## config.mk

```make
export PLATFORM = sky130hd
export DESIGN_NAME = window_gen_3x3_flat
export DESIGN_NICKNAME = d
export VERILOG_FILES = /design/src/rtl/window_gen_3x3_pkg.sv /design/src/rtl/window_gen_3x3_if.sv /design/src/rtl/window_gen_3x3_line_buffer.sv /design/src/rtl/window_gen_3x3.sv /design/src/flat_wrapper.sv
export SDC_FILE = /design/constraint.sdc
export NUM_CORES = 1
export LEC_CHECK = 0
export ABC_CLOCK_PERIOD_IN_PS = 2300
export BUFFER_PORTS_ARGS = -buffer_cell sky130_fd_sc_hd__buf_2
export CELL_PAD_IN_SITES_DETAIL_PLACEMENT = 0
export CELL_PAD_IN_SITES_GLOBAL_PLACEMENT = 2
export CORE_MARGIN = 2
export CORE_UTILIZATION = 41
export DETAILED_ROUTE_END_ITERATION = 12
export GPL_ROUTABILITY_DRIVEN = 0
export HOLD_SLACK_MARGIN = 0.08
export PLACE_DENSITY = 0.75
export SYNTH_ARGS = -nofsm -noshare
export SYNTH_HDL_FRONTEND = slang
export SYNTH_SLANG_ARGS = --single-unit
```

## constraint.sdc

```tcl
create_clock -name clk -period 2.3 [get_ports clk]
set_input_delay 0.69 -clock clk [delete_from_list [all_inputs] [get_ports clk]]
set_output_delay 0.69 -clock clk [all_outputs]
set_load 0.05 [all_outputs]
```

## src/rtl/window_gen_3x3_pkg.sv

```systemverilog
// Shared definitions for the 3x3 window generator: default pixel width and the
// row-major window tap order used by the conv engine's data_in/weight ports.
package window_gen_3x3_pkg;

  localparam int DEFAULT_DATA_W = 8;
  localparam int WIN_TAPS       = 9;

  // Tap index = row*3 + col, top-left first, bottom-right last
  typedef enum logic [3:0] {
    WIN_TL = 4'd0,
    WIN_TC = 4'd1,
    WIN_TR = 4'd2,
    WIN_ML = 4'd3,
    WIN_MC = 4'd4,
    WIN_MR = 4'd5,
    WIN_BL = 4'd6,
    WIN_BC = 4'd7,
    WIN_BR = 4'd8
  } win_idx_e;

endpackage

```

## src/rtl/window_gen_3x3_if.sv

```systemverilog
// Pixel-in / window-out bundle between the feature-map source, the window
// generator and the conv engine. The source side is master, the generator is slave.
interface window_gen_3x3_if
  import window_gen_3x3_pkg::*;
#(
  parameter int DATA_W = DEFAULT_DATA_W
) ();

  logic                     clear;
  logic                     pix_valid;
  logic signed [DATA_W-1:0] pix_in;
  logic signed [DATA_W-1:0] win0, win1, win2;
  logic signed [DATA_W-1:0] win3, win4, win5;
  logic signed [DATA_W-1:0] win6, win7, win8;
  logic                     win_valid;
  logic                     frame_done;

  modport master (
    output clear, pix_valid, pix_in,
    input  win0, win1, win2, win3, win4, win5, win6, win7, win8,
    input  win_valid, frame_done
  );

  modport slave (
    input  clear, pix_valid, pix_in,
    output win0, win1, win2, win3, win4, win5, win6, win7, win8,
    output win_valid, frame_done
  );

endinterface

```

## src/rtl/window_gen_3x3_line_buffer.sv

```systemverilog
// Enable-gated delay of DEPTH accepted samples, built as a circular RAM with a
// single pointer: the slot about to be overwritten holds the sample from DEPTH accepts ago.
module window_gen_3x3_line_buffer
  import window_gen_3x3_pkg::*;
#(
  parameter int DEPTH  = 28,
  parameter int DATA_W = DEFAULT_DATA_W
) (
  input  logic                     clk,
  input  logic                     rst_n,
  input  logic                     en,
  input  logic signed [DATA_W-1:0] din,
  output logic signed [DATA_W-1:0] dout
);

  localparam int PTR_W = (DEPTH > 1) ? $clog2(DEPTH) : 1;

  logic signed [DATA_W-1:0] mem [DEPTH];
  logic [PTR_W-1:0]         ptr;

  assign dout = mem[ptr];

  // Storage is deliberately unreset; stale contents are masked by the emission rule
  always_ff @(posedge clk) begin
    if (en) begin
      mem[ptr] <= din;
    end
  end

  always_ff @(posedge clk or negedge rst_n) begin
    if (!rst_n) begin
      ptr <= '0;
    end else if (en) begin
      if (ptr == PTR_W'(DEPTH - 1)) begin
        ptr <= '0;
      end else begin
        ptr <= ptr + PTR_W'(1);
      end
    end
  end

endmodule

```

## src/rtl/window_gen_3x3.sv

```systemverilog
// Raster-order pixel stream to 3x3 sliding windows ("valid" convolution, no padding).
// Two cascaded line buffers supply the upper rows; a window is emitted once row>=2 and col>=2.
module window_gen_3x3
  import window_gen_3x3_pkg::*;
#(
  parameter int IMG_W  = 28,
  parameter int IMG_H  = 28,
  parameter int DATA_W = DEFAULT_DATA_W
) (
  input  logic             clk,
  input  logic             rst_n,
  window_gen_3x3_if.slave  bus
);

  localparam int COL_W = $clog2(IMG_W);
  localparam int ROW_W = $clog2(IMG_H);

  logic [COL_W-1:0] col;
  logic [ROW_W-1:0] row;
  logic             accept;
  logic             col_last;
  logic             row_last;
  logic             emit;

  logic signed [DATA_W-1:0] lb0_out;
  logic signed [DATA_W-1:0] lb1_out;

  logic signed [DATA_W-1:0] top_q [2];
  logic signed [DATA_W-1:0] mid_q [2];
  logic signed [DATA_W-1:0] bot_q [2];

  logic signed [DATA_W-1:0] win_nxt [WIN_TAPS];
  logic signed [DATA_W-1:0] win_q   [WIN_TAPS];
  logic                     win_valid_q;
  logic                     frame_done_q;

  assign accept   = bus.pix_valid && !bus.clear;
  assign col_last = (col == COL_W'(IMG_W - 1));
  assign row_last = (row == ROW_W'(IMG_H - 1));
  assign emit     = accept && (row >= ROW_W'(2)) && (col >= COL_W'(2));

  window_gen_3x3_line_buffer #(
    .DEPTH  (IMG_W),
    .DATA_W (DATA_W)
  ) u_lb0 (
    .clk   (clk),
    .rst_n (rst_n),
    .en    (accept),
    .din   (bus.pix_in),
    .dout  (lb0_out)
  );

  window_gen_3x3_line_buffer #(
    .DEPTH  (IMG_W),
    .DATA_W (DATA_W)
  ) u_lb1 (
    .clk   (clk),
    .rst_n (rst_n),
    .en    (accept),
    .din   (lb0_out),
    .dout  (lb1_out)
  );

  always_ff @(posedge clk or negedge rst_n) begin
    if (!rst_n) begin
      col <= '0;
      row <= '0;
    end else if (bus.clear) begin
      col <= '0;
      row <= '0;
    end else if (accept) begin
      if (col_last) begin
        col <= '0;
        row <= row_last ? '0 : row + ROW_W'(1);
      end else begin
        col <= col + COL_W'(1);
      end
    end
  end

  // The incoming right column is {lb1_out, lb0_out, pix_in}; the left two come from the shifters
  always_comb begin
    win_nxt[WIN_TL] = top_q[0];
    win_nxt[WIN_TC] = top_q[1];
    win_nxt[WIN_TR] = lb1_out;
    win_nxt[WIN_ML] = mid_q[0];
    win_nxt[WIN_MC] = mid_q[1];
    win_nxt[WIN_MR] = lb0_out;
    win_nxt[WIN_BL] = bot_q[0];
    win_nxt[WIN_BC] = bot_q[1];
    win_nxt[WIN_BR] = bus.pix_in;
  end

  always_ff @(posedge clk or negedge rst_n) begin
    if (!rst_n) begin
      for (int i = 0; i < 2; i++) begin
        top_q[i] <= '0;
        mid_q[i] <= '0;
        bot_q[i] <= '0;
      end
      for (int i = 0; i < WIN_TAPS; i++) begin
        win_q[i] <= '0;
      end
      win_valid_q  <= 1'b0;
      frame_done_q <= 1'b0;
    end else begin
      win_valid_q  <= emit;
      frame_done_q <= emit && row_last && col_last;
      if (accept) begin
        top_q[0] <= top_q[1];
        top_q[1] <= lb1_out;
        mid_q[0] <= mid_q[1];
        mid_q[1] <= lb0_out;
        bot_q[0] <= bot_q[1];
        bot_q[1] <= bus.pix_in;
      end
      if (emit) begin
        for (int i = 0; i < WIN_TAPS; i++) begin
          win_q[i] <= win_nxt[i];
        end
      end
    end
  end

  assign bus.win0       = win_q[WIN_TL];
  assign bus.win1       = win_q[WIN_TC];
  assign bus.win2       = win_q[WIN_TR];
  assign bus.win3       = win_q[WIN_ML];
  assign bus.win4       = win_q[WIN_MC];
  assign bus.win5       = win_q[WIN_MR];
  assign bus.win6       = win_q[WIN_BL];
  assign bus.win7       = win_q[WIN_BC];
  assign bus.win8       = win_q[WIN_BR];
  assign bus.win_valid  = win_valid_q;
  assign bus.frame_done = frame_done_q;

endmodule

```

## src/flat_wrapper.sv

```systemverilog
// flat-port wrapper written by rule: the top's interface ports become plain ports
module window_gen_3x3_flat import window_gen_3x3_pkg::*;
#(
  parameter int IMG_W  = 28,
  parameter int IMG_H  = 28,
  parameter int DATA_W = DEFAULT_DATA_W
)
  (clk, rst_n, bus_clear, bus_pix_valid, bus_pix_in, bus_win0, bus_win1, bus_win2, bus_win3, bus_win4, bus_win5, bus_win6, bus_win7, bus_win8, bus_win_valid, bus_frame_done);
  window_gen_3x3_if #(.DATA_W(DATA_W)) bus_i ();
  input  logic clk;
  input  logic rst_n;
  input wire logic [$bits(bus_i.clear)-1:0] bus_clear;
  input wire logic [$bits(bus_i.pix_valid)-1:0] bus_pix_valid;
  input wire logic [$bits(bus_i.pix_in)-1:0] bus_pix_in;
  output wire logic [$bits(bus_i.win0)-1:0] bus_win0;
  output wire logic [$bits(bus_i.win1)-1:0] bus_win1;
  output wire logic [$bits(bus_i.win2)-1:0] bus_win2;
  output wire logic [$bits(bus_i.win3)-1:0] bus_win3;
  output wire logic [$bits(bus_i.win4)-1:0] bus_win4;
  output wire logic [$bits(bus_i.win5)-1:0] bus_win5;
  output wire logic [$bits(bus_i.win6)-1:0] bus_win6;
  output wire logic [$bits(bus_i.win7)-1:0] bus_win7;
  output wire logic [$bits(bus_i.win8)-1:0] bus_win8;
  output wire logic [$bits(bus_i.win_valid)-1:0] bus_win_valid;
  output wire logic [$bits(bus_i.frame_done)-1:0] bus_frame_done;
  assign bus_i.clear = bus_clear;
  assign bus_i.pix_valid = bus_pix_valid;
  assign bus_i.pix_in = bus_pix_in;
  assign bus_win0 = bus_i.win0;
  assign bus_win1 = bus_i.win1;
  assign bus_win2 = bus_i.win2;
  assign bus_win3 = bus_i.win3;
  assign bus_win4 = bus_i.win4;
  assign bus_win5 = bus_i.win5;
  assign bus_win6 = bus_i.win6;
  assign bus_win7 = bus_i.win7;
  assign bus_win8 = bus_i.win8;
  assign bus_win_valid = bus_i.win_valid;
  assign bus_frame_done = bus_i.frame_done;
  window_gen_3x3 #(.IMG_W(IMG_W), .IMG_H(IMG_H), .DATA_W(DATA_W)) u_core (.clk(clk), .rst_n(rst_n), .bus(bus_i));
endmodule
```

Word-level counts from Yosys, hierarchy flattened. Memories as Yosys holds them, arrays and structs flattened. Cells that the tools add are included.

Flip-flop bits (word level): 142. Latch bits: 0. RAM bits: 448. Memory bits (read-only): 0. Bits of input ports: 12. Word-level logic and storage cells: 53. Memories: 2.

Add/subtract/negate cells: 4. Multipliers: 0. Divide/modulo/power cells: 0. $lt $le $gt $ge: 2. Equality and inequality tests: 4. Shifts and indexed selects: 0. Multiplexer cells: 11. Bitwise operators: 0. Reduce and logical (&&, ||, !) cells: 9.

Memory list: u_core.u_lb0.mem (words 28, bits a word 8, rd ports 1, clocked after memory_dff 0, wr ports 1, line window_gen_3x3_line_buffer.sv:18) `logic signed [DATA_W-1:0] mem [DEPTH];`; u_core.u_lb1.mem (words 28, bits a word 8, rd ports 1, clocked after memory_dff 0, wr ports 1, line window_gen_3x3_line_buffer.sv:18).

Operators with widths (number): 5-bit 2-to-1 mux (9); 5-bit by 1-bit adder with 5-bit output, second input constant (4); 5-bit equality test, second input constant (4); 5-bit by 2-bit >= comparator with 1-bit output, second input constant (2); 1-bit logical AND (5); 2-bit nonzero test (2); 1-bit 2-to-1 mux (2); 2-bit AND reduction (1); 1-bit logical NOT (1).

Longest topological paths before layout. Gate-level depths: netlist of the first run.

Depth in word-level cells: 6. Gate-level depth with buffers: 8. Gate-level depth less buffers: 6.

Hierarchy. A second synthesis of the first run with hierarchy kept.

Cells, all modules: 1212. Area, all modules: 23506.3 µm².

By module, submodules not included: window_gen_3x3_line_buffer (instances 2, cells an instance 446, area an instance 9068.7 µm²); window_gen_3x3 (instances 1, cells an instance 320, area an instance 5368.9 µm²).

Worst setup path after synthesis of the first run. OpenSTA, ideal clock, no wires.

Kind: register -> register. Start: reg u_core.u_lb0.ptr[1]. End: reg u_core.win_q (netlist bit u_core.bus.win5[7]). Arrival time: 2.284 ns. Required time: 2.173 ns. Setup slack: -0.111 ns. Cell stages (with the launch flop): 7. Clock period less this slack: 2.411 ns. Path through: dfrtp_1 buf_2 mux4_2 a2bb2oi_1 nand3_1 nand4_1 mux2_2.

Longest elaborated chain between the ends: 1.

Ends and longest elaborated chain: start, declared (line window_gen_3x3_line_buffer.sv:19) `logic [PTR_W-1:0] ptr;`; start signal, assigned (line window_gen_3x3_line_buffer.sv:37) `ptr <= ptr + PTR_W'(1);`; memory 28 x 8 bit; net u_core.lb0_out[7] (line window_gen_3x3.sv:25) `logic signed [DATA_W-1:0] lb0_out;`; end signal, assigned by index (line window_gen_3x3.sv:119) `win_q[i] <= win_nxt[i];`; end, declared (line window_gen_3x3.sv:33) `logic signed [DATA_W-1:0] win_q [WIN_TAPS];`.

The timed path passes the listed nets, and every way through them passes these cells. A chain may end at the register's enable or synchronous reset.

Worst setup path in the final report of the first run.
Start: reg u_core.u_lb0.ptr[0]. End: mem u_core.u_lb1.mem[9][0] (netlist name) (data pin).

Longest elaborated chain between the ends: 1.

Ends and longest elaborated chain (line): memory 28 x 8 bit; net u_core.lb0_out[0] (window_gen_3x3.sv:25); end, declared (window_gen_3x3_line_buffer.sv:18).

The timed path passes the listed nets, and every way through them passes these cells.

==> flow_summary_export.csv, run 1 <==
group,metric,value,unit
cells_and_area,area_growth,26.1,%
critical_path,crit_type,"flip-flop to flip-flop",
clock_tree,htreeDepth,2,
logic_synthesis,synth_common_cells,"edfxtp_1 (448), mux2i_1 (178), dfrtp_1 (142)",
sta,min_period_over_period,1.01,
floorplan,fp-row-count,87,
place,pre_cts_ws,-0.309,ns
grt,first_global_vias,13500,
critical_path,cp_common_cell,"buf_4",
sta,whs,0.470,ns
clock_tree,insertion_delay,0.62,ns
sta,fin_crit,2.31,ns
critical_path,worstReg2RegStart,"u_core.u_lb0.ptr[0]",
power_and_ir_drop,powerDensity,1230,mW/mm^2
logic_synthesis,synthTopCellsByArea,"edfxtp_1 (58%), dfrtp_1 (15%), mux2i_1 (7.7%), mux2_2 (3.6%), o22ai_1 (2.2%)",
sta,final.setup_skew,0.0235,ns
floorplan,die_w,242,um
logic_synthesis,ys_types,51,
status,status,"finished with violations",
critical_path,crit_path_end_kind,"flip-flop",
detailed_routing,drc,0,
logic_synthesis,ys.flop_type,"edfxtp_1",
place,place_area,0.0262,mm^2
logic_synthesis,synth_cells,1467,
cells_and_area,nets,1796,
critical_path,critical_path.cell_chain,"buf_4, buf_12, buf_6, mux2i_2, o22ai_2, nor3_2, buf_4, nand2_8, clkbuf_16",
sta,drv_slew,0,
cells_and_area,drive_gt1_frac,0.326,
logic_synthesis,yosys.area.top_type,"edfxtp_1",
grt,antenna_found_initial,0,
cells_and_area,n_antenna_cell,0,
sta,worstMarginPinSlew,0.697,ns
grt,grt_pass1_wl,84.9,mm
critical_path,critPathSlowestCell,"dfrtp_4",
floorplan,die_area,0.0587,mm^2
power_and_ir_drop,ir_drop,738,uV
clock_tree,cts.clk_slew.worst_paths,0.06,ns
detailed_routing,ant_nets,0,
floorplan,io_pins,86,
logic_synthesis,synth-edff-count,448,
hold_path,min_to,"u_core.bot_q[14]",
cells_and_area,final_cell_area,0.0293,mm^2
detailed_routing,totalWireLength,58.2,mm
detailed_routing,drt_iter0_markers,1116,
floorplan,core-area,0.0563,mm^2
clock_tree,clockBufferDepth,3,
critical_path,cp_top_family,"buffers and inverters",
cells_and_area,fill_cells,4682,
grt,grt_util_all_layers,0.191,
job,maxCapViolations,0,
power_and_ir_drop,leakage,11.4,nW
grt,gr-total-overflow,0,
critical_path,path_buf_inv,5,
clock_tree,cts_sinks,590,
critical_path,cp-start-kind,"flip-flop",
logic_synthesis,ys_seq_area_frac,0.731,
detailed_routing,vias,13500,
hold_path,hold_path.startpoint,"u_core.bot_q[14]",
logic_synthesis,async_flop_share,0.241,
hold_path,hp-class,"flip-flop to flip-flop",
sta,finalHoldViolCount,0,
sta,worst_slack,-0.0146,ns
critical_path,r2r_slack,-0.01,ns
hold_path,holdPathStages,2,
logic_synthesis,synth_area,0.0233,mm^2
clock_tree,cts_root_buf,"clkbuf_16",
logic_synthesis,ys_ff_latch,590,
critical_path,cp.arrival,2.67,ns
floorplan,die_h,242,um
place,hpwlAfterDp,36.5,mm
logic_synthesis,yosysMostFrequentCell,"edfxtp_1",
critical_path,cp_slowest_stage_delay,0.54,ns
sta,setup_viol,22,
grt,grt_start_max_net_pins,52,
logic_synthesis,ys_warn_count,0,
floorplan,initial_core_util,0.413,
sta,rsz0062_at_grt,"true",
critical_path,cp_max_fo,8,
clock_tree,cts_tree,"yes",
detailed_routing,wl_per_cell,22.6,um
logic_synthesis,syn_nets,1491,
critical_path,r2r_end,"u_core.u_lb1.mem[9][0]",
critical_path,cp.required,2.66,ns
cells_and_area,fin_util,0.521,
detailed_routing,first_pass_iters,4,
logic_synthesis,synth_top_area_frac,0.578,
place,io_buffers,85,
sta,clock.fmax,432,MHz
sta,max_slew_margin,0.535,
status,violations,"setup timing",
clock_tree,cts_made_buffers,59,
detailed_routing,vias_per_cell,5.23,
logic_synthesis,avgSynthCellArea,15.9,um^2
critical_path,reg2reg_depth,9,
## layout make-up
type	count	area [um^2]	share of cell area
Multi-Input combinational cell	788	6230	0.212
Inverter	10	37.5	0.00128
Clock buffer	81	1730	0.0591
Clock inverter	29	520	0.0177
Sequential cell	590	17000	0.580
Tap cell	756	946	0.0323
Timing Repair Buffer	323	2840	0.0969
## worst reg2reg max path, stage by stage, from the launching register on
cell and delay, ns:
dfrtp_4 0.54, buf_4 0.17, buf_12 0.14, buf_6 0.15, mux2i_2 0.19, o22ai_2 0.13, nor3_2 0.25, buf_4 0.20
nand2_8 0.10, clkbuf_16 0.19
## through the flow
step,setup TNS [ns],power [W],std cells
after floorplan,-0.122,0.0184,1467
after global placement,-21.64,0.0228,2439
after detailed placement,-27.30,0.0231,2439
after CTS,-1.97,0.0341,2552
after global routing,-4.37,0.0374,2577
final,-0.141,0.0360,2577
## routing by layer
metal	global-route usage	routed length, um
met1	0.264	25800
met5	0	0
met4	0.0554	1340
met2	0.315	28700
met3	0.0281	2320
## state kept, by name (all words and copies together), names as in the netlist
register               flops
u_core.top_q              16
u_core.bus.win6            8
u_core.bus.win0            8
u_core.bus.win2            8
u_core.bus.win1            8
u_core.bot_q              16
u_core.u_lb0.mem         224
u_core.bus.win3            8
u_core.row                 5
u_core.u_lb1.ptr           5
u_core.u_lb1.mem         224
u_core.u_lb0.ptr           5
u_core.bus.win7            8
u_core.bus.win_valid       1
u_core.bus.win8            8
u_core.bus.win5            8
u_core.bus.win4            8
u_core.bus.frame_done      1
u_core.mid_q              16
u_core.col                 5
## worst max path at each step
stage / end / cells after the start / start
finish: u_core.u_lb1.mem[9][0] / 9 / u_core.u_lb0.ptr[0]
CTS: u_core.u_lb1.mem[22][3] / 8 / u_core.u_lb0.ptr[0]
floorplan: u_core.bus.win5[7] / 6 / u_core.u_lb0.ptr[1]
global route: u_core.u_lb1.mem[17][1] / 9 / u_core.u_lb0.ptr[0]
global placement: u_core.u_lb1.mem[12][4] / 6 / u_core.u_lb0.ptr[2]
detailed placement: u_core.u_lb1.mem[12][4] / 6 / u_core.u_lb0.ptr[0]
## logic make-up after synthesis
kind of cell	synth area share
XOR/XNOR	0.000377
flip-flops	0.731
AND/OR/NAND/NOR	0.0678
buffers and inverters	0.0190
AO/OA/AOI/OAI	0.0423
multiplexers	0.133
adder cells (fa/ha/maj)	0.00645
## report_power, final
part / switching, W / internal [W]
Combinational: 0.00602 / 0.00504
Sequential: 0.000472 / 0.0136
Clock: 0.00406 / 0.00683
Total: 0.0106 / 0.0255
## layout by cell type (no fill, tap or decap), types with 6 or more instances in the layout
master     instances
o22ai_2           11
mux2i_4            7
mux4_2            12
o22ai_1           69
bufinv_16         14
nor2_1           105
nand3_1           14
nor4_2             6
dfrtp_1          135
nor3_1             6
nand4_1            8
clkbuf_16         73
buf_2             84
nand2_1          126
a21oi_1           26
inv_1             10
clkbuf_1           8
nor2b_1            8
buf_4            185
a31oi_1           14
clkbuf_8          11
mux2_2            72
a221oi_1           6
o221ai_1           6
o21ai_0           12
clkinv_2           8
buf_6             11
edfxtp_1         448
buf_12            29
ha_1              12
mux2_4            16
or4_1              8
mux2i_1          159
mux2i_2           12
## repair_timing
action	CTS	global route
endpoints found under the setup margin	206	229
hold endpoints to repair	45	0
hold buffers	1	0
setup buffers	2	13
pin swaps	0	16
gates cloned	0	15
resized for setup	17	71
No activity file was read; power rests on OpenSTA's default activity.
==> run 2: changes to the inputs <==
--- a/config.mk
+++ b/config.mk
@@ -5,7 +5,7 @@
 export SDC_FILE = /design/constraint.sdc
 export NUM_CORES = 1
 export LEC_CHECK = 0
-export ABC_CLOCK_PERIOD_IN_PS = 2300
+export ABC_CLOCK_PERIOD_IN_PS = 1900
 export BUFFER_PORTS_ARGS = -buffer_cell sky130_fd_sc_hd__buf_2
 export CELL_PAD_IN_SITES_DETAIL_PLACEMENT = 0
 export CELL_PAD_IN_SITES_GLOBAL_PLACEMENT = 2
@@ -13,7 +13,7 @@
 export CORE_UTILIZATION = 41
 export DETAILED_ROUTE_END_ITERATION = 12
 export GPL_ROUTABILITY_DRIVEN = 0
-export HOLD_SLACK_MARGIN = 0.08
+export HOLD_SLACK_MARGIN = 0.06
 export PLACE_DENSITY = 0.75
 export SYNTH_ARGS = -nofsm -noshare
 export SYNTH_HDL_FRONTEND = slang
==> constraint.sdc (replaced) <==
create_clock -name clk -period 1.9 [get_ports clk]
set_input_delay 0.095 -clock clk [delete_from_list [all_inputs] [get_ports clk]]
set_output_delay 0.095 -clock clk [all_outputs]
set_load 0.05 [all_outputs]
==> flow_summary_export.csv, run 2 (same netlist as run 1, synthesis figures left out) <==
group,metric,value,unit
sta,max_slew_margin,0.512,
status,status,"finished with violations",
cells_and_area,drive_gt1_frac,0.391,
floorplan,die_h,242,um
critical_path,cp-start-kind,"flip-flop",
floorplan,initial_core_util,0.413,
critical_path,endpoint,"u_core.u_lb1.mem[24][4]",
sta,drv_slew,0,
critical_path,cp_slowest_stage_delay,0.54,ns
cells_and_area,fin_util,0.544,
critical_path,cp.required,2.25,ns
clock_tree,clockBufferDepth,3,
sta,setup_viol,503,
clock_tree,cts.clk_slew.worst_paths,0.06,ns
critical_path,critPathSlowestCell,"dfrtp_4",
critical_path,crit_path_end_kind,"flip-flop",
critical_path,critical_path.cell_chain,"buf_12, buf_6, mux2i_2, o22ai_2, nor4_4, buf_6, nand2_8",
sta,worst_slack,-0.358,ns
detailed_routing,totalWireLength,59.0,mm
grt,grt_util_all_layers,0.196,
place,io_buffers,85,
cells_and_area,area_growth,31.5,%
status,violations,"setup timing",
critical_path,worstReg2RegStart,"u_core.u_lb0.ptr[0]",
power_and_ir_drop,powerDensity,1400,mW/mm^2
cells_and_area,mostFrequentLayoutCells,"edfxtp_1 (448), buf_4 (180), mux2i_1 (151)",
detailed_routing,ant_nets,0,
cells_and_area,n_antenna_cell,0,
clock_tree,insertion_delay,0.63,ns
grt,antenna_found_initial,0,
floorplan,fp-row-count,87,
grt,grt_start_max_net_pins,50,
critical_path,crit_start,"u_core.u_lb0.ptr[0]",
critical_path,cp_max_fo,14,
power_and_ir_drop,ir_drop,894,uV
place,hpwlAfterDp,36.8,mm
critical_path,r2r_end,"u_core.u_lb1.mem[24][4]",
sta,min_period_over_period,1.19,
sta,fin_setup_tns,-86.09,ns
critical_path,cp.arrival,2.61,ns
sta,final.setup_skew,0.0160,ns
cells_and_area,fill_cells,4526,
power_and_ir_drop,total_power,0.0428,W
sta,rsz0062_at_grt,"true",
sta,worstMarginPinSlew,0.732,ns
detailed_routing,vias,13900,
clock_tree,htreeDepth,2,
floorplan,die_area,0.0587,mm^2
hold_path,hp-class,"input port to flip-flop",
detailed_routing,drc,0,
clock_tree,cts_made_buffers,60,
critical_path,cp_common_cell,"buf_6",
critical_path,path_buf_inv,3,
critical_path,cp_top_family,"buffers and inverters",
grt,gr-total-overflow,0,
clock_tree,cts_sinks,590,
grt,first_global_vias,14100,
critical_path,r2r_slack,-0.36,ns
detailed_routing,first_pass_iters,5,
cells_and_area,reg_top3,"u_core.u_lb0.mem (224), u_core.u_lb1.mem (224)",
critical_path,worst-path-stages,7,
floorplan,core-area,0.0563,mm^2
place,place_area,0.0269,mm^2
detailed_routing,vias_per_cell,5.28,
critical_path,crit_type,"flip-flop to flip-flop",
grt,grt_pass1_wl,87.1,mm
clock_tree,cts_root_buf,"clkbuf_16",
floorplan,io_pins,86,
job,maxCapViolations,0,
clock_tree,cts_tree,"yes",
sta,finalHoldViolCount,0,
cells_and_area,final_cell_area,0.0306,mm^2
sta,fin_crit,2.26,ns
detailed_routing,drt_iter0_markers,911,
detailed_routing,wl_per_cell,22.4,um
sta,whs,0.432,ns
sta,clock.fmax,443,MHz
floorplan,die_w,242,um
power_and_ir_drop,leakage,11.7,nW
cells_and_area,final_common_cell,"edfxtp_1",
cells_and_area,nets,1857,
critical_path,reg2reg_depth,7,
## run 2: cell types whose count changed in the layout (fill, tap and decap cells not counted), sizes merged
| cell | previous run | this run |
|---|---|---|
| nand2 | 133 | 143 |
| bufinv | 14 | 2 |
| bufbuf | 0 | 1 |
| clkinv | 10 | 22 |
| clkbuf | 92 | 88 |
| clkinvlp | 4 | 0 |
| buf | 311 | 358 |
| dlygate4sd3 | 1 | 12 |
## run 2: where the power goes
group | leakage, nW | internal [W] | total (W) | switching [W]
combinational | 4.84 | 0.00623 | 0.0147 | 0.00842
clock | 0.910 | 0.00630 | 0.0111 | 0.00483
sequential | 5.91 | 0.0165 | 0.0170 | 0.000536
## run 2: through the flow
stage / std cells / setup slack (ns)
global placement: 2454 / -0.581
detailed placement: 2454 / -0.616
global route: 2638 / -0.420
floorplan: 1467 / -0.461
finish: 2638 / -0.358
CTS: 2611 / -0.313
## run 2: repair_timing
action / in CTS / in global routing
endpoints found under the setup margin: 676 / 744
hold buffers: 12 / 0
gates resized for setup: 89 / 117
pin swaps: 23 / 34
endpoints found under the hold margin: 346 / 0
gates cloned: 6 / 8
buffers inserted: 28 / 25
## run 2: worst min path at each step
stage / slack, ns / to / cells past startpoint / from
floorplan: -0.20 / u_core.bot_q[0] / 0 / rst_n
global placement: 0.08 / u_core.bus.frame_done / 1 / rst_n
detailed placement: 0.08 / u_core.col[1] / 1 / rst_n
CTS: 0.41 / u_core.row[3] / 4 / bus_clear
global route: 0.47 / u_core.row[3] / 4 / bus_clear
finish: 0.43 / u_core.row[3] / 4 / bus_clear
## run 2: final cells by class
type | count | area [um^2] | share of cell area
Inverter | 10 | 37.5 | 0.00123
Sequential cell | 590 | 17000 | 0.556
Clock inverter | 25 | 210 | 0.00687
Clock buffer | 86 | 1650 | 0.0539
Multi-Input combinational cell | 798 | 7180 | 0.235
Tap cell | 756 | 946 | 0.0309
Timing Repair Buffer | 373 | 3550 | 0.116
## run 2: worst min-delay path, stage by stage
cell and delay [ns]:
dlygate4sd3_1 0.54, buf_2 0.14, buf_4 0.18, a21oi_1 0.05
## run 2: metal layers
layer	vias to the layer above	part of all wire	wire length [um]	GRT usage
met5	-	0	0	0
met3	81	0.036	2110	0.0258
met4	0	0.020	1180	0.0537
met1	7208	0.44	25800	0.264
met2	281	0.51	29900	0.334
li1	6363	-	-	-
==> run 3: changes to the inputs <==
--- a/config.mk
+++ b/config.mk
@@ -7,10 +7,8 @@
 export LEC_CHECK = 0
 export ABC_CLOCK_PERIOD_IN_PS = 1900
 export BUFFER_PORTS_ARGS = -buffer_cell sky130_fd_sc_hd__buf_2
-export CELL_PAD_IN_SITES_DETAIL_PLACEMENT = 0
-export CELL_PAD_IN_SITES_GLOBAL_PLACEMENT = 2
 export CORE_MARGIN = 2
-export CORE_UTILIZATION = 41
+export CORE_UTILIZATION = 55
 export DETAILED_ROUTE_END_ITERATION = 12
 export GPL_ROUTABILITY_DRIVEN = 0
 export HOLD_SLACK_MARGIN = 0.06
==> flow_summary_export.csv, run 3 (same netlist as run 1, synthesis figures left out) <==
group,metric,value,unit
cells_and_area,n_antenna_cell,0,
sta,drv_slew,0,
power_and_ir_drop,p_comb_frac,0.355,
hold_path,holdPathStages,3,
clock_tree,clockBufferDepth,3,
clock_tree,cts.clk_slew.worst_paths,0.07,ns
cells_and_area,mostFrequentLayoutCells,"edfxtp_1 (448), buf_4 (180), mux2i_1 (147)",
sta,worst_slack,-0.503,ns
place,place_area,0.0264,mm^2
power_and_ir_drop,total_power,0.0433,W
clock_tree,cts_sinks,590,
job,maxCapViolations,0,
critical_path,crit_path_end_kind,"flip-flop",
cells_and_area,final_cell_area,0.0299,mm^2
critical_path,crit_type,"flip-flop to flip-flop",
clock_tree,cts_made_buffers,56,
clock_tree,cts_root_buf,"clkbuf_16",
power_and_ir_drop,powerDensity,1450,mW/mm^2
critical_path,cp-start-kind,"flip-flop",
critical_path,worstReg2RegStart,"u_core.u_lb0.ptr[0]",
critical_path,r2r_end,"u_core.u_lb1.mem[3][6]",
place,hpwlAfterDp,34.5,mm
sta,final.setup_skew,0.0151,ns
sta,clock.fmax,416,MHz
power_and_ir_drop,swShare,0.322,
critical_path,path_buf_inv,6,
detailed_routing,drt_iter0_markers,1492,
floorplan,die_h,210,um
power_and_ir_drop,p_clk_frac,0.251,
hold_path,min_to,"u_core.col[0]",
floorplan,die_w,210,um
sta,setup_viol,696,
critical_path,critPathSlowestCell,"dfrtp_4",
floorplan,fp-row-count,75,
cells_and_area,area_growth,28.6,%
place,io_buffers,85,
critical_path,reg2reg_depth,10,
power_and_ir_drop,ir_drop,873,uV
detailed_routing,wl_per_cell,24.4,um
grt,antenna_found_initial,0,
detailed_routing,vias_per_cell,5.97,
clock_tree,cts_tree,"yes",
critical_path,worst-path-stages,10,
power_and_ir_drop,leakage,11.5,nW
critical_path,critical_path.cell_chain,"buf_6, buf_6, buf_6, mux2i_1, nor2_1, nor4_1, buf_4, nand3_4, buf_12, buf_16",
detailed_routing,vias,14300,
clock_tree,htreeDepth,2,
critical_path,cp_slowest_stage_delay,0.54,ns
cells_and_area,fin_util,0.715,
grt,first_global_vias,14300,
critical_path,cp_top_family,"buffers and inverters",
floorplan,io_pins,86,
power_and_ir_drop,seqPwrFrac,0.394,
power_and_ir_drop,p_sw,0.0139,W
floorplan,die_area,0.0440,mm^2
hold_path,hp-class,"input port to flip-flop",
grt,grt_pass1_wl,85.7,mm
sta,fin_crit,2.40,ns
status,status,"finished with violations",
detailed_routing,ant_nets,0,
clock_tree,insertion_delay,0.61,ns
detailed_routing,drc,0,
critical_path,cp.required,2.26,ns
critical_path,cp_max_fo,7,
floorplan,core-area,0.0419,mm^2
cells_and_area,instances_no_fill,2399,
detailed_routing,first_pass_iters,6,
sta,worstMarginPinSlew,0.670,ns
cells_and_area,reg_top3,"u_core.u_lb0.mem (224), u_core.u_lb1.mem (224)",
floorplan,initial_core_util,0.556,
power_and_ir_drop,intPower,0.0293,W
sta,rsz0062_at_grt,"true",
cells_and_area,fill_cells,2406,
cells_and_area,final_common_cell,"edfxtp_1",
cells_and_area,nets,1840,
sta,min_period_over_period,1.26,
grt,grt_util_all_layers,0.260,
critical_path,r2r_slack,-0.50,ns
sta,max_slew_margin,0.553,
critical_path,cp_common_cell,"buf_6",
detailed_routing,totalWireLength,58.6,mm
grt,gr-total-overflow,0,
sta,finalHoldViolCount,0,
hold_path,hold_path.startpoint,"bus_clear",
status,violations,"setup timing",
grt,grt_start_max_net_pins,56,
cells_and_area,drive_gt1_frac,0.375,
place,dp.cells,2221,
critical_path,cp.arrival,2.76,ns
run 3: repair_timing:
| item | CTS | global route |
|---|---|---|
| pin swaps | 17 | 30 |
| gates resized for setup | 72 | 118 |
| cloned | 12 | 9 |
| setup endpoints to repair | 700 | 730 |
| setup buffers | 21 | 26 |
| endpoints found under the hold margin | 299 | 0 |
| hold buffers | 12 | 0 |
run 3: through the flow:
stage                     hold WS, ns  setup slack, ns  setup TNS (ns)
after global routing            0.438           -0.514         -189.11
final                           0.418           -0.503         -161.68
after CTS                       0.407           -0.386         -125.70
after detailed placement       0.0866           -0.573         -173.07
after floorplan                -0.201           -0.461          -27.54
after global placement         0.0815           -0.537         -147.18
run 3: area by class of cell:
type	count	area, um^2	share of cell area
inverter	10	37.5	0.00125
multi-input combinational	800	7120	0.238
clock buffer	69	1480	0.0495
timing repair buffer	358	3310	0.111
clock inverter	33	284	0.00949
tap	539	674	0.0225
sequential	590	17000	0.569
run 3: worst max-delay path by stage:
stage	endpoint	slack [ns]	startpoint
after floorplan	u_core.bus.win5[7]	-0.46	u_core.u_lb0.ptr[1]
after global placement	u_core.u_lb1.mem[26][1]	-0.54	u_core.u_lb0.ptr[0]
after detailed placement	u_core.u_lb1.mem[26][1]	-0.57	u_core.u_lb0.ptr[0]
after CTS	u_core.u_lb1.mem[3][6]	-0.39	u_core.u_lb0.ptr[0]
after global routing	u_core.mid_q[7]	-0.51	u_core.u_lb0.ptr[1]
final	u_core.u_lb1.mem[3][6]	-0.50	u_core.u_lb0.ptr[0]
run 3: tightest hold or removal path: stages:
cell and delay [ns]:
dlygate4sd3_1 0.55, buf_2 0.21, nor2_1 0.12
run 3: routing by layer:
layer  routed length, um  vias up  global-route usage
li1                    -     6309                   -
met4                1730        0              0.0871
met3                3920      121              0.0334
met2               29900      604               0.446
met5                   0        -                   0
met1               23000     7298               0.347
run 3: power by group through the flow:
stage	Clock [W]	Combinational (W)	Sequential (W)
floorplan	0	0.00573	0.0170
global placement	0	0.00999	0.0172
detailed placement	0	0.0103	0.0173
CTS	0.0109	0.0132	0.0170
global route	0.0114	0.0160	0.0171
finish	0.0108	0.0154	0.0170
